--- src/rtl/elevator_pkg.sv ---
// Shared types and helpers for the 8-floor elevator controller.
package elevator_pkg;

  localparam int NUM_FLOORS = 8;
  localparam int FLOOR_W    = 3;
  localparam int TIMER_W    = 32;

  localparam logic DIR_UP   = 1'b1;
  localparam logic DIR_DOWN = 1'b0;

  typedef enum logic [1:0] {
    ST_IDLE      = 2'd0,
    ST_MOVE_UP   = 2'd1,
    ST_MOVE_DOWN = 2'd2,
    ST_DOOR_OPEN = 2'd3
  } state_e;

  // Collective scheduling: keep going the preferred way while work remains there.
  function automatic state_e pick_dir(input logic dir_pref, input logic above, input logic below);
    state_e result;
    result = ST_IDLE;
    if (dir_pref == DIR_UP) begin
      if (above)      result = ST_MOVE_UP;
      else if (below) result = ST_MOVE_DOWN;
    end else begin
      if (below)      result = ST_MOVE_DOWN;
      else if (above) result = ST_MOVE_UP;
    end
    return result;
  endfunction

endpackage

--- src/rtl/elevator_call_register.sv ---
// Latches floor calls, merges them with live pulses and clears the floor being served.
module elevator_call_register
  import elevator_pkg::*;
(
  input  logic                  clk,
  input  logic                  reset_n,
  input  logic [NUM_FLOORS-1:0] call_req_i,
  input  logic [FLOOR_W-1:0]    floor_i,
  input  logic                  serve_i,
  input  logic [FLOOR_W-1:0]    serve_floor_i,
  output logic [NUM_FLOORS-1:0] req_o,
  output logic [NUM_FLOORS-1:0] pending_o,
  output logic                  above_o,
  output logic                  below_o,
  output logic                  here_o
);

  logic [NUM_FLOORS-1:0] pending_q;
  logic [NUM_FLOORS-1:0] pending_d;
  logic [NUM_FLOORS-1:0] req;
  logic [NUM_FLOORS-1:0] serve_mask;
  logic [NUM_FLOORS-1:0] above_bits;
  logic [NUM_FLOORS-1:0] below_bits;

  assign req = pending_q | call_req_i;

  genvar gi;
  generate
    for (gi = 0; gi < NUM_FLOORS; gi++) begin : g_floor
      assign serve_mask[gi] = serve_i && (serve_floor_i == FLOOR_W'(gi));
      assign above_bits[gi] = req[gi] && (FLOOR_W'(gi) > floor_i);
      assign below_bits[gi] = req[gi] && (FLOOR_W'(gi) < floor_i);
    end
  endgenerate

  assign pending_d = req & ~serve_mask;

  always_ff @(posedge clk or negedge reset_n) begin
    if (!reset_n) begin
      pending_q <= '0;
    end else begin
      pending_q <= pending_d;
    end
  end

  assign req_o     = req;
  assign pending_o = pending_q;
  assign above_o   = |above_bits;
  assign below_o   = |below_bits;
  assign here_o    = req[floor_i];

endmodule

--- src/rtl/elevator_controller.sv ---
// Elevator car sequencer: SCAN scheduling, travel/door timing, overload hold.
module elevator_controller
  import elevator_pkg::*;
#(
  parameter int unsigned TRAVEL_CYCLES = 50_000_000,
  parameter int unsigned DOOR_CYCLES   = 150_000_000
) (
  input  logic                  clk,
  input  logic                  reset_n,
  input  logic [NUM_FLOORS-1:0] call_req,
  input  logic                  overload,
  output logic [FLOOR_W-1:0]    floor,
  output logic                  door_open,
  output logic                  moving_up,
  output logic                  moving_down,
  output logic [NUM_FLOORS-1:0] pending
);

  localparam logic [TIMER_W-1:0] TRAVEL_LAST = TIMER_W'(TRAVEL_CYCLES - 1);
  localparam logic [TIMER_W-1:0] DOOR_LAST   = TIMER_W'(DOOR_CYCLES - 1);

  state_e               state_q, state_d;
  logic [FLOOR_W-1:0]   floor_q, floor_d;
  logic [TIMER_W-1:0]   timer_q, timer_d;
  logic                 dir_q, dir_d;
  logic                 door_open_q, moving_up_q, moving_down_q;

  logic [NUM_FLOORS-1:0] req;
  logic                  above, below, here;
  logic                  serve;
  logic [FLOOR_W-1:0]    serve_floor;
  logic [FLOOR_W-1:0]    next_floor;
  state_e                choice;

  elevator_call_register u_calls (
    .clk           (clk),
    .reset_n       (reset_n),
    .call_req_i    (call_req),
    .floor_i       (floor_q),
    .serve_i       (serve),
    .serve_floor_i (serve_floor),
    .req_o         (req),
    .pending_o     (pending),
    .above_o       (above),
    .below_o       (below),
    .here_o        (here)
  );

  assign choice     = pick_dir(dir_q, above, below);
  assign next_floor = (state_q == ST_MOVE_UP) ? floor_q + FLOOR_W'(1) : floor_q - FLOOR_W'(1);

  always_comb begin
    state_d     = state_q;
    floor_d     = floor_q;
    timer_d     = timer_q;
    dir_d       = dir_q;
    serve       = 1'b0;
    serve_floor = floor_q;
    case (state_q)
      ST_IDLE: begin
        timer_d = '0;
        if (here) begin
          state_d = ST_DOOR_OPEN;
          serve   = 1'b1;
        end else begin
          state_d = choice;
          if (choice == ST_MOVE_UP)   dir_d = DIR_UP;
          if (choice == ST_MOVE_DOWN) dir_d = DIR_DOWN;
        end
      end
      ST_MOVE_UP, ST_MOVE_DOWN: begin
        if (timer_q == TRAVEL_LAST) begin
          floor_d = next_floor;
          timer_d = '0;
          // Live pulses count here, so a call arriving on the arrival cycle still stops the car.
          if (req[next_floor]) begin
            state_d     = ST_DOOR_OPEN;
            serve       = 1'b1;
            serve_floor = next_floor;
          end
        end else begin
          timer_d = timer_q + TIMER_W'(1);
        end
      end
      ST_DOOR_OPEN: begin
        serve = 1'b1;
        if (call_req[floor_q]) begin
          timer_d = '0;
        end else if (timer_q == DOOR_LAST) begin
          if (!overload) begin
            state_d = choice;
            timer_d = '0;
            if (choice == ST_MOVE_UP)   dir_d = DIR_UP;
            if (choice == ST_MOVE_DOWN) dir_d = DIR_DOWN;
          end
        end else begin
          timer_d = timer_q + TIMER_W'(1);
        end
      end
      default: begin
        state_d = ST_IDLE;
        timer_d = '0;
      end
    endcase
  end

  always_ff @(posedge clk or negedge reset_n) begin
    if (!reset_n) begin
      state_q       <= ST_IDLE;
      floor_q       <= '0;
      timer_q       <= '0;
      dir_q         <= DIR_UP;
      door_open_q   <= 1'b0;
      moving_up_q   <= 1'b0;
      moving_down_q <= 1'b0;
    end else begin
      state_q       <= state_d;
      floor_q       <= floor_d;
      timer_q       <= timer_d;
      dir_q         <= dir_d;
      door_open_q   <= (state_d == ST_DOOR_OPEN);
      moving_up_q   <= (state_d == ST_MOVE_UP);
      moving_down_q <= (state_d == ST_MOVE_DOWN);
    end
  end

  assign floor       = floor_q;
  assign door_open   = door_open_q;
  assign moving_up   = moving_up_q;
  assign moving_down = moving_down_q;

endmodule

--- config.mk ---
export PLATFORM = sky130hd
export DESIGN_NAME = elevator_controller
export DESIGN_NICKNAME = d
export VERILOG_FILES = /design/src/rtl/elevator_pkg.sv /design/src/rtl/elevator_call_register.sv /design/src/rtl/elevator_controller.sv
export SDC_FILE = /design/constraint.sdc
export NUM_CORES = 1
export LEC_CHECK = 0
export ABC_CLOCK_PERIOD_IN_PS = 3400
export BUFFER_PORTS_ARGS = -buffer_cell sky130_fd_sc_hd__buf_2
export CAP_MARGIN = 20
export CORE_ASPECT_RATIO = 0.6
export CORE_MARGIN = 10
export CORE_UTILIZATION = 45
export DETAILED_ROUTE_END_ITERATION = 8
export PLACE_DENSITY = 0.63
export SKIP_LAST_GASP = 1
export SLEW_MARGIN = 20
export SYNTH_ARGS = -nofsm -noshare
export SYNTH_HDL_FRONTEND = slang
export SYNTH_SLANG_ARGS = --single-unit
--- constraint.sdc ---
create_clock -name clk -period 3.4 [get_ports clk]
set_input_delay 0.68 -clock clk [delete_from_list [all_inputs] [get_ports clk]]
set_output_delay 0.68 -clock clk [all_outputs]
set_load 0.01 [all_outputs]
==> results.ini, run 1 <==
[yosys]
synth_warnings = 0
synth.distinct_cells = 56
yosysSeqAreaShare_pct = 40.5
yosysTopAreaCell = dfrtp_1
synth_top_area_share_pct = 39.7
synth_edf_count = 0
synth-async-reset-ratio_pct = 100
synthCells = 330
syn-num-nets = 351
syn_area_per_cell_sq_um = 9.18
syn_area_sq_um = 3030
synthTopCellsByArea = dfrtp_1 40%, xor2_1 6.1%, nand2_1 5.5%
synth_seq_cells = 49
synthFlopType = dfrtp_1

[die]
boundaryPins = 25
initial_core_util_pct = 45.9
core-area_sq_um = 6590
row_count = 23
die-height_um = 83.5
fp.dieArea_sq_um = 10500
die_w_um = 126

[pwr]
power_density_nw_per_um2 = 287
vdd_drop_max_v = 0.000157
p_total_mw = 0.970
leakagePower_nw = 1.44

[global_route]
grt_usage_pct = 14.4
grt_pass1_wl_mm = 12.7
grt_max_degree = 37
antenna_found_initial = 0
grt_overflow = 0
grt_pass1_vias = 2391

[setup_path]
crit_chain = ha_1, and4_1, or4b_1, nor4_4, o21ai_4, o31ai_1, a21oi_1
r2r_start = timer_q[0]
worstPathArrival_ns = 3.06
worst_ep_required_time_ns = 3.58
critPathLaunch = timer_q[0]
critical_path_buf_inv_count = 0
end_kind = flop
cp-start-kind = flop
slowest_delay_ns = 0.60
cp_top_family = simple AND/OR/NAND/NOR gates
path_max_fanout = 9
crit_slowest_cell = nor4_4
crit_type = reg -> reg

[layout]
num-nets-final = 382
antennaDiodeCount = 0
area_growth_pct = 11.4
final_cell_mix = 48 x dfrtp_1, 44 x nor2_1, 44 x nand2_1
drive_above_1_share_pct = 16.9
layout_commonest_cell = dfrtp_1

[cts]
clock_latency_ns = 0.31
cts_root_buffer = clkbuf_8
numCtsBuffers = 5
cts_sinks = 49
path_clk_slew_ns = 0.09
clock_path_buffers = 2
cts_setup_buffers = 0
cts_max_level = 2
cts_hold_buf = 0
cts_tree = done
cts_resized = 0

[timing]
min_period_over_period_pct = 84.9
final_max_slew_viol_count = 0
max_freq_mhz = 346
final_hold_viol_count = 0
rsz0062_at_grt = false
worst_slew_pin_slew_ns = 0.830
max_slew_margin_pct = 44.7
setup_viol = 0
fin_crit_ns = 2.89
setup_tns_ns = 0
skew_ns = 0.00765

[placement]
portBuffers = 24
gp_congestion = 0.962
dp.final_hpwl_mm = 5.70

[job]
maxCapViolations = 0

[route]
drtPass1Iterations = 4
ant_nets = 0
route.detailed.drc = 0
drtIter0Drc = 226
wl_mm = 7.61
via_per_inst = 5.67
detail_route.wl_per_cell_um = 17.0
vias = 2546

[hold_path]
hold_class = in -> async

[run_status]
status = completed

[final cells by class]
type | instances | area (sq um)
fillers | 606 | 3220
multi-input cells | 261 | 1720
flip-flops and latches | 49 | 1230
repair buffers | 33 | 188
well taps | 87 | 109
clock buffers | 5 | 68.8
inverters | 11 | 41.3
clock inverters | 3 | 17.5
[stage by stage]
step | setup WS [ns] | hold slack (ns) | cells | cell area, sq um | util [%]
after floorplan | 0.356 | 0.384 | 330 | 3030 | -
after global placement | 0.622 | 0.509 | 441 | 3290 | 49.9
after detailed placement | 0.577 | 0.511 | 441 | 3290 | 49.9
after CTS | 0.551 | 0.497 | 449 | 3370 | 51.2
after global routing | 0.288 | 0.537 | 449 | 3370 | 51.2
final | 0.514 | 0.457 | 449 | 3370 | 51.2
[cells in the mapped netlist, types with 4 or more instances]
cell type  number
nand4_1         7
a21oi_1        20
xor2_1         21
and3_1          4
and2_1          4
clkbuf_1        5
xnor2_1        12
o22ai_1         4
nor2_1         44
ha_1           10
dfrtp_1        48
o21ai_0        13
mux4_2          4
nand2_1        44
nand3_1        17
inv_1           9
[where the power goes]
part | total, mW | switching (mW) | internal [mW]
Clock | 0.343 | 0.200 | 0.142
Combinational | 0.0387 | 0.0264 | 0.0123
Sequential | 0.588 | 0.00331 | 0.585
[worst paths after layout]
path	to	slack, ns	depth (start not counted)
worst max register to register	u_calls.pending_o[2]	0.51	7
worst max-delay path	u_calls.pending_o[2]	0.51	7
min in group clk	dir_q	0.52	2
max in group asynchronous	dir_q	2.18	2
worst min-delay path	timer_q[31]	0.46	1
worst min register to register	dir_q	0.52	2
[registers in the layout, summed over array words and instances, names as in the netlist]
| name | count |
|---|---|
| timer_q | 32 |
| u_calls.pending_o | 8 |
| floor | 3 |
| state_q | 2 |
| dir_q | 1 |
| door_open | 1 |
| moving_down | 1 |
| moving_up | 1 |
[kinds of logic (layout without fill, tap and decap cells)]
| logic type | Yosys count | count (layout) | share of synthesized area, % |
|---|---|---|---|
| simple gates | 149 | 149 | 24.7 |
| compound gates | 59 | 59 | 13.4 |
| flops | 49 | 49 | 40.5 |
| xor+xnor | 33 | 33 | 9.55 |
| buf+inv | 20 | 52 | 2.56 |
| fa+ha+maj | 10 | 10 | 4.13 |
| mux | 10 | 10 | 5.08 |
[routing by layer]
| metal | routed length [um] | vias to the layer above | share of wire (%) | global-route usage (%) |
|---|---|---|---|---|
| met1 | 3910 | 1210 | 51 | 22.4 |
| met3 | 731 | 7 | 9.6 | 5.20 |
| met2 | 2890 | 103 | 38 | 17.5 |
| met4 | 74 | 0 | 0.97 | 3.91 |
| met5 | 0 | - | 0 | 0 |
| li1 | - | 1226 | - | - |
[worst reg2reg max path, stage by stage (launching register included)]
cell and delay [ns]:
dfrtp_1 0.41, ha_1 0.22, and4_1 0.27, or4b_1 0.52
nor4_4 0.60, o21ai_4 0.25, o31ai_1 0.35, a21oi_1 0.14
No activity file was read; power rests on OpenSTA's default activity.
==> run 2: changes to the inputs <==
--- a/config.mk
+++ b/config.mk
@@ -5,14 +5,14 @@
 export SDC_FILE = /design/constraint.sdc
 export NUM_CORES = 1
 export LEC_CHECK = 0
-export ABC_CLOCK_PERIOD_IN_PS = 3400
+export ABC_CLOCK_PERIOD_IN_PS = 2500
 export BUFFER_PORTS_ARGS = -buffer_cell sky130_fd_sc_hd__buf_2
 export CAP_MARGIN = 20
 export CORE_ASPECT_RATIO = 0.6
 export CORE_MARGIN = 10
 export CORE_UTILIZATION = 45
 export DETAILED_ROUTE_END_ITERATION = 8
-export PLACE_DENSITY = 0.63
+export PLACE_DENSITY = 0.65
 export SKIP_LAST_GASP = 1
 export SLEW_MARGIN = 20
 export SYNTH_ARGS = -nofsm -noshare
==> constraint.sdc (replaced) <==
create_clock -name clk -period 2.5 [get_ports clk]
set_input_delay 0.5 -clock clk [delete_from_list [all_inputs] [get_ports clk]]
set_output_delay 0.5 -clock clk [all_outputs]
set_load 0.01 [all_outputs]
==> run 2 against run 1 <==
  * The run now ends with setup timing left
  * First-iteration DRC count fell by 0.44%
  * Hold slack worse by 0.31 ns
  * Sequential power increased by 36%
  * Critical path type unchanged
  * Largest power group unchanged
  * Count of clock-buffer cells in the layout up 1
  * Sequential share of layout area is 4.4 points lower
  * Total power increased by 41%
  * Largest cell class unchanged
  * Sequential cell count did not move
  * Register-to-register slack got worse by 0.53 ns
  * Utilization rose by 7.4 points
  * Critical path depth up 1
  * Highest routed layer unchanged
  * Clock skew up 0.0051 ns
==> results.ini, run 2 (synthesis gave the netlist of run 1 again) <==
[timing]
setup_viol = 2
setup_tns_ns = -0.0251
post-route-worst-setup-slack_ns = -0.0135
final_hold_viol_count = 0
final_max_slew_viol_count = 0
rsz0062_at_grt = true
skew_ns = 0.0128
max_slew_margin_pct = 67.3
worst_slew_pin_slew_ns = 0.490
min_period_over_period_pct = 101
max_freq_mhz = 398
fin_crit_ns = 2.51

[cts]
cts_tree = done
cts_root_buffer = clkbuf_8
path_clk_slew_ns = 0.10
cts_hold_buf = 0
cts_sinks = 49
clock_latency_ns = 0.30
numCtsBuffers = 5
clock_path_buffers = 2
cts_max_level = 2

[setup_path]
path_max_fanout = 5
cp-start-kind = flop
worstPathArrival_ns = 2.68
worst_ep_required_time_ns = 2.67
end_kind = flop
crit_type = reg -> reg

[hold_path]
hold_class = in -> async

[pwr]
power_density_nw_per_um2 = 355
leakagePower_nw = 1.67
p_total_mw = 1.37
vdd_drop_max_v = 0.000206

[die]
core-area_sq_um = 6590
fp.dieArea_sq_um = 10500
boundaryPins = 25
die-height_um = 83.5
die_w_um = 126
row_count = 23
initial_core_util_pct = 45.9

[placement]
portBuffers = 24
gp_congestion = 0.875
dp.final_hpwl_mm = 6.07
place_area_sq_um = 3540

[route]
vias = 2704
drtPass1Iterations = 5
wl_mm = 8.26
route.detailed.drc = 0
ant_nets = 0
detail_route.wl_per_cell_um = 17.0
drtIter0Drc = 225
via_per_inst = 5.56

[global_route]
grt_usage_pct = 15.3
grt_overflow = 0
antenna_found_initial = 0
grt_pass1_vias = 2572
grt_pass1_wl_mm = 13.6
grt_max_degree = 22

[run_status]
violations = setup timing
status = finished with violations

[job]
maxCapViolations = 0

[layout]
utilization_pct = 58.6
antennaDiodeCount = 0
area_growth_pct = 27.6
final_cell_mix = 43 x nor2_1, 43 x nand2_1, 43 x buf_4
largest_register = timer_q
final_area_sq_um = 3860
drive_above_1_share_pct = 32.1
final.fill_count = 575
largest_register_ff_count = 32
num-nets-final = 419

==> run 2: what timing repair did <==
item | in CTS | in global routing
buffers inserted | 0 | 12
resized for setup | 0 | 31
endpoints found under the setup margin | 0 | 13
==> run 2: final cells by class <==
class	count	area (sq um)	share of cell area [%]
clock inverters	2	13.8	0.356
repair buffers	69	474	12.3
multi-input cells	262	1900	49.1
clock buffers	6	82.6	2.14
well taps	87	109	2.82
inverters	11	51.3	1.33
flip-flops and latches	49	1230	32.0
==> run 2: stage by stage <==
| step | cells | hold slack, ns | worst slack (ns) |
|---|---|---|---|
| finish | 486 | 0.145 | -0.0135 |
| global placement | 466 | 0.476 | -0.00206 |
| floorplan | 330 | 0.204 | 0.00175 |
| detailed placement | 466 | 0.485 | 0.0160 |
| CTS | 474 | 0.152 | 0.0159 |
| global route | 486 | 0.169 | -0.0928 |
==> run 2: power by group <==
part | internal, mW | switching, mW
Combinational | 0.0280 | 0.0422
Sequential | 0.796 | 0.00305
Clock | 0.225 | 0.276
==> run 2: critical path, cell delays in order, from the launching register on <==
cell	delay, ns
dfrtp_2	0.44
or4b_4	0.54
or4_4	0.45
nor4_4	0.28
buf_6	0.18
nand2_1	0.09
a21oi_1	0.17
buf_4	0.18
a21oi_1	0.07
==> run 2: metal layers <==
layer	part of all wire, %	wire length, um	track usage, %
met1	51	4210	24.4
met2	40	3290	20.0
met3	8.3	686	3.30
met4	0.79	65	2.78
met5	0	0	0
==> run 2: path summary, 6_finish.rpt <==
check | from | end | slack (ns) | cells after the start
setup / recovery | timer_q[10] | u_calls.pending_o[3] | -0.01 | 8
hold / removal | reset_n | timer_q[29] | 0.14 | 1
setup reg to reg | timer_q[10] | u_calls.pending_o[3] | -0.01 | 8
hold reg to reg | dir_q | dir_q | 0.52 | 2
max in group asynchronous | reset_n | floor[0] | 1.72 | 2
min in group clk | dir_q | dir_q | 0.52 | 2
==> run 3: changes to the inputs <==
--- a/config.mk
+++ b/config.mk
@@ -9,7 +9,7 @@
 export BUFFER_PORTS_ARGS = -buffer_cell sky130_fd_sc_hd__buf_2
 export CAP_MARGIN = 20
 export CORE_ASPECT_RATIO = 0.6
-export CORE_MARGIN = 10
+export CORE_MARGIN = 2
 export CORE_UTILIZATION = 45
 export DETAILED_ROUTE_END_ITERATION = 8
 export PLACE_DENSITY = 0.65
==> run 3 against run 2 <==
  * The flow now finishes without violations
  * Count of clock-buffer cells in the layout is 2 higher
  * Design area is 0.84% lower
  * Via count is 1.3% higher
  * Clock skew is 0.0061 ns lower
  * Utilization is 0.49 points lower
  * Critical path depth is 1 lower
  * Clock power is 4.6% lower
==> results.ini, run 3 (synthesis gave the netlist of run 1 again) <==
[timing]
fin_hold_ws_ns = 0.255
min_period_over_period_pct = 96.9
skew_ns = 0.00662
setup_viol = 0
final_max_slew_viol_count = 0
final_hold_viol_count = 0
max_slew_margin_pct = 50.5
fin_crit_ns = 2.42
rsz0062_at_grt = true
max_freq_mhz = 413
worst_slew_pin_slew_ns = 0.742
setup_tns_ns = 0

[setup_path]
r2r_cells = 7
worst-r2r-setup-slack_ns = 0.08
cp-start-kind = flop
crit_type = reg -> reg
end_kind = flop
r2r_start = timer_q[11]
worstPathArrival_ns = 2.61
crit_chain = or4b_4, or4_4, nor4_4, o21ai_4, buf_12, o31ai_2, a21oi_1
path_max_fanout = 7
critical_path_buf_inv_count = 1
reg2reg_to = u_calls.pending_o[7]
cp_top_family = simple AND/OR/NAND/NOR gates
critPathLaunch = timer_q[11]
slowest_delay_ns = 0.54
endpoint = u_calls.pending_o[7]
worst_ep_required_time_ns = 2.69
cp_num_cells = 7
crit_slowest_cell = or4b_4

[cts]
numCtsBuffers = 5
clock_path_buffers = 2
clock_latency_ns = 0.31
cts_tree = done
path_clk_slew_ns = 0.09
cts_root_buffer = clkbuf_8
cts_sinks = 49
cts_max_level = 2

[pwr]
p_total_mw = 1.35
power_density_nw_per_um2 = 352
leakagePower_nw = 1.67
vdd_drop_max_v = 0.000203

[job]
maxCapViolations = 0

[route]
route.detailed.drc = 0
drtPass1Iterations = 5
wl_mm = 7.99
detail_route.wl_per_cell_um = 16.4
ant_nets = 0
drtIter0Drc = 353
vias = 2738
via_per_inst = 5.61

[layout]
num-nets-final = 421
largest_register_ff_count = 32
antennaDiodeCount = 0
largest_register = timer_q
drive_above_1_share_pct = 29.2
final_cell_mix = 47 x dfrtp_1, 45 x buf_4, 44 x nand2_1
area_growth_pct = 26.5
fin_cells = 488
layout_commonest_cell = dfrtp_1

[global_route]
antenna_found_initial = 0
grtUsageMet1_pct = 38.5
grtUsageMet3_pct = 5.02
grt_overflow = 0
met2_usage_pct = 28.3
grt_max_degree = 32
grt_pass1_vias = 2448
grt.busiest_layer = met1
grt_usage_pct = 23.0
grt_pass1_wl_mm = 12.7

[placement]
dp.cells = 472
portBuffers = 24
dp.final_hpwl_mm = 6.00
gp_congestion = 0.912

[die]
core-area_sq_um = 6590
initial_core_util_pct = 45.9
boundaryPins = 25
fp.dieArea_sq_um = 7420
row_count = 23
die-height_um = 67.5
die_w_um = 110

[run_status]
status = completed

[hold_path]
hold_class = in -> async

[run 3: cell type report]
type	count	area (sq um)
inverter	11	51.3
timing repair buffer	72	518
tap	87	109
clock buffer	8	90.1
multi-input combinational	261	1830
sequential	49	1230
fill	585	2760
[run 3: through the flow]
stage | cell area [sq um] | utilization, % | worst slack, ns
3_3_place_gp | 3600 | 54.6 | 0.0592
6_report | 3830 | 58.1 | 0.0783
4_1_cts | 3690 | 56.0 | 0.0145
2_1_floorplan | 3090 | - | 0.00175
3_5_place_dp | 3600 | 54.6 | 0.0168
5_1_grt | 3830 | 58.1 | -0.0304
[run 3: how the worst min path moves through the flow]
stage | slack (ns) | end | depth (start not counted)
6_report | 0.25 | moving_down | 1
5_1_grt | 0.30 | timer_q[16] | 1
4_1_cts | 0.27 | timer_q[11] | 1
3_5_place_dp | 0.51 | dir_q | 2
3_3_place_gp | 0.51 | dir_q | 2
2_1_floorplan | 0.20 | door_open | 0
[run 3: timing repair]
action / in CTS / in global routing
buffers inserted: 0 / 8
resized for setup: 0 / 16
pin swaps: 1 / 3
hold buffers: 0 / 0
endpoints found under the setup margin: 1 / 12
hold endpoints to repair: 0 / 0
[run 3: power by group]
group	switching (mW)	internal (mW)	total, mW	leakage (nW)
Clock	0.252	0.226	0.478	0.0455
Combinational	0.0413	0.0297	0.0710	1.00
Sequential	0.00316	0.796	0.799	0.625
[run 3: routing by layer]
layer | vias to the layer above | wire, um
met5 | - | 0
met4 | 0 | 85
met3 | 10 | 762
met2 | 113 | 3090
met1 | 1306 | 4050
li1 | 1309 | -
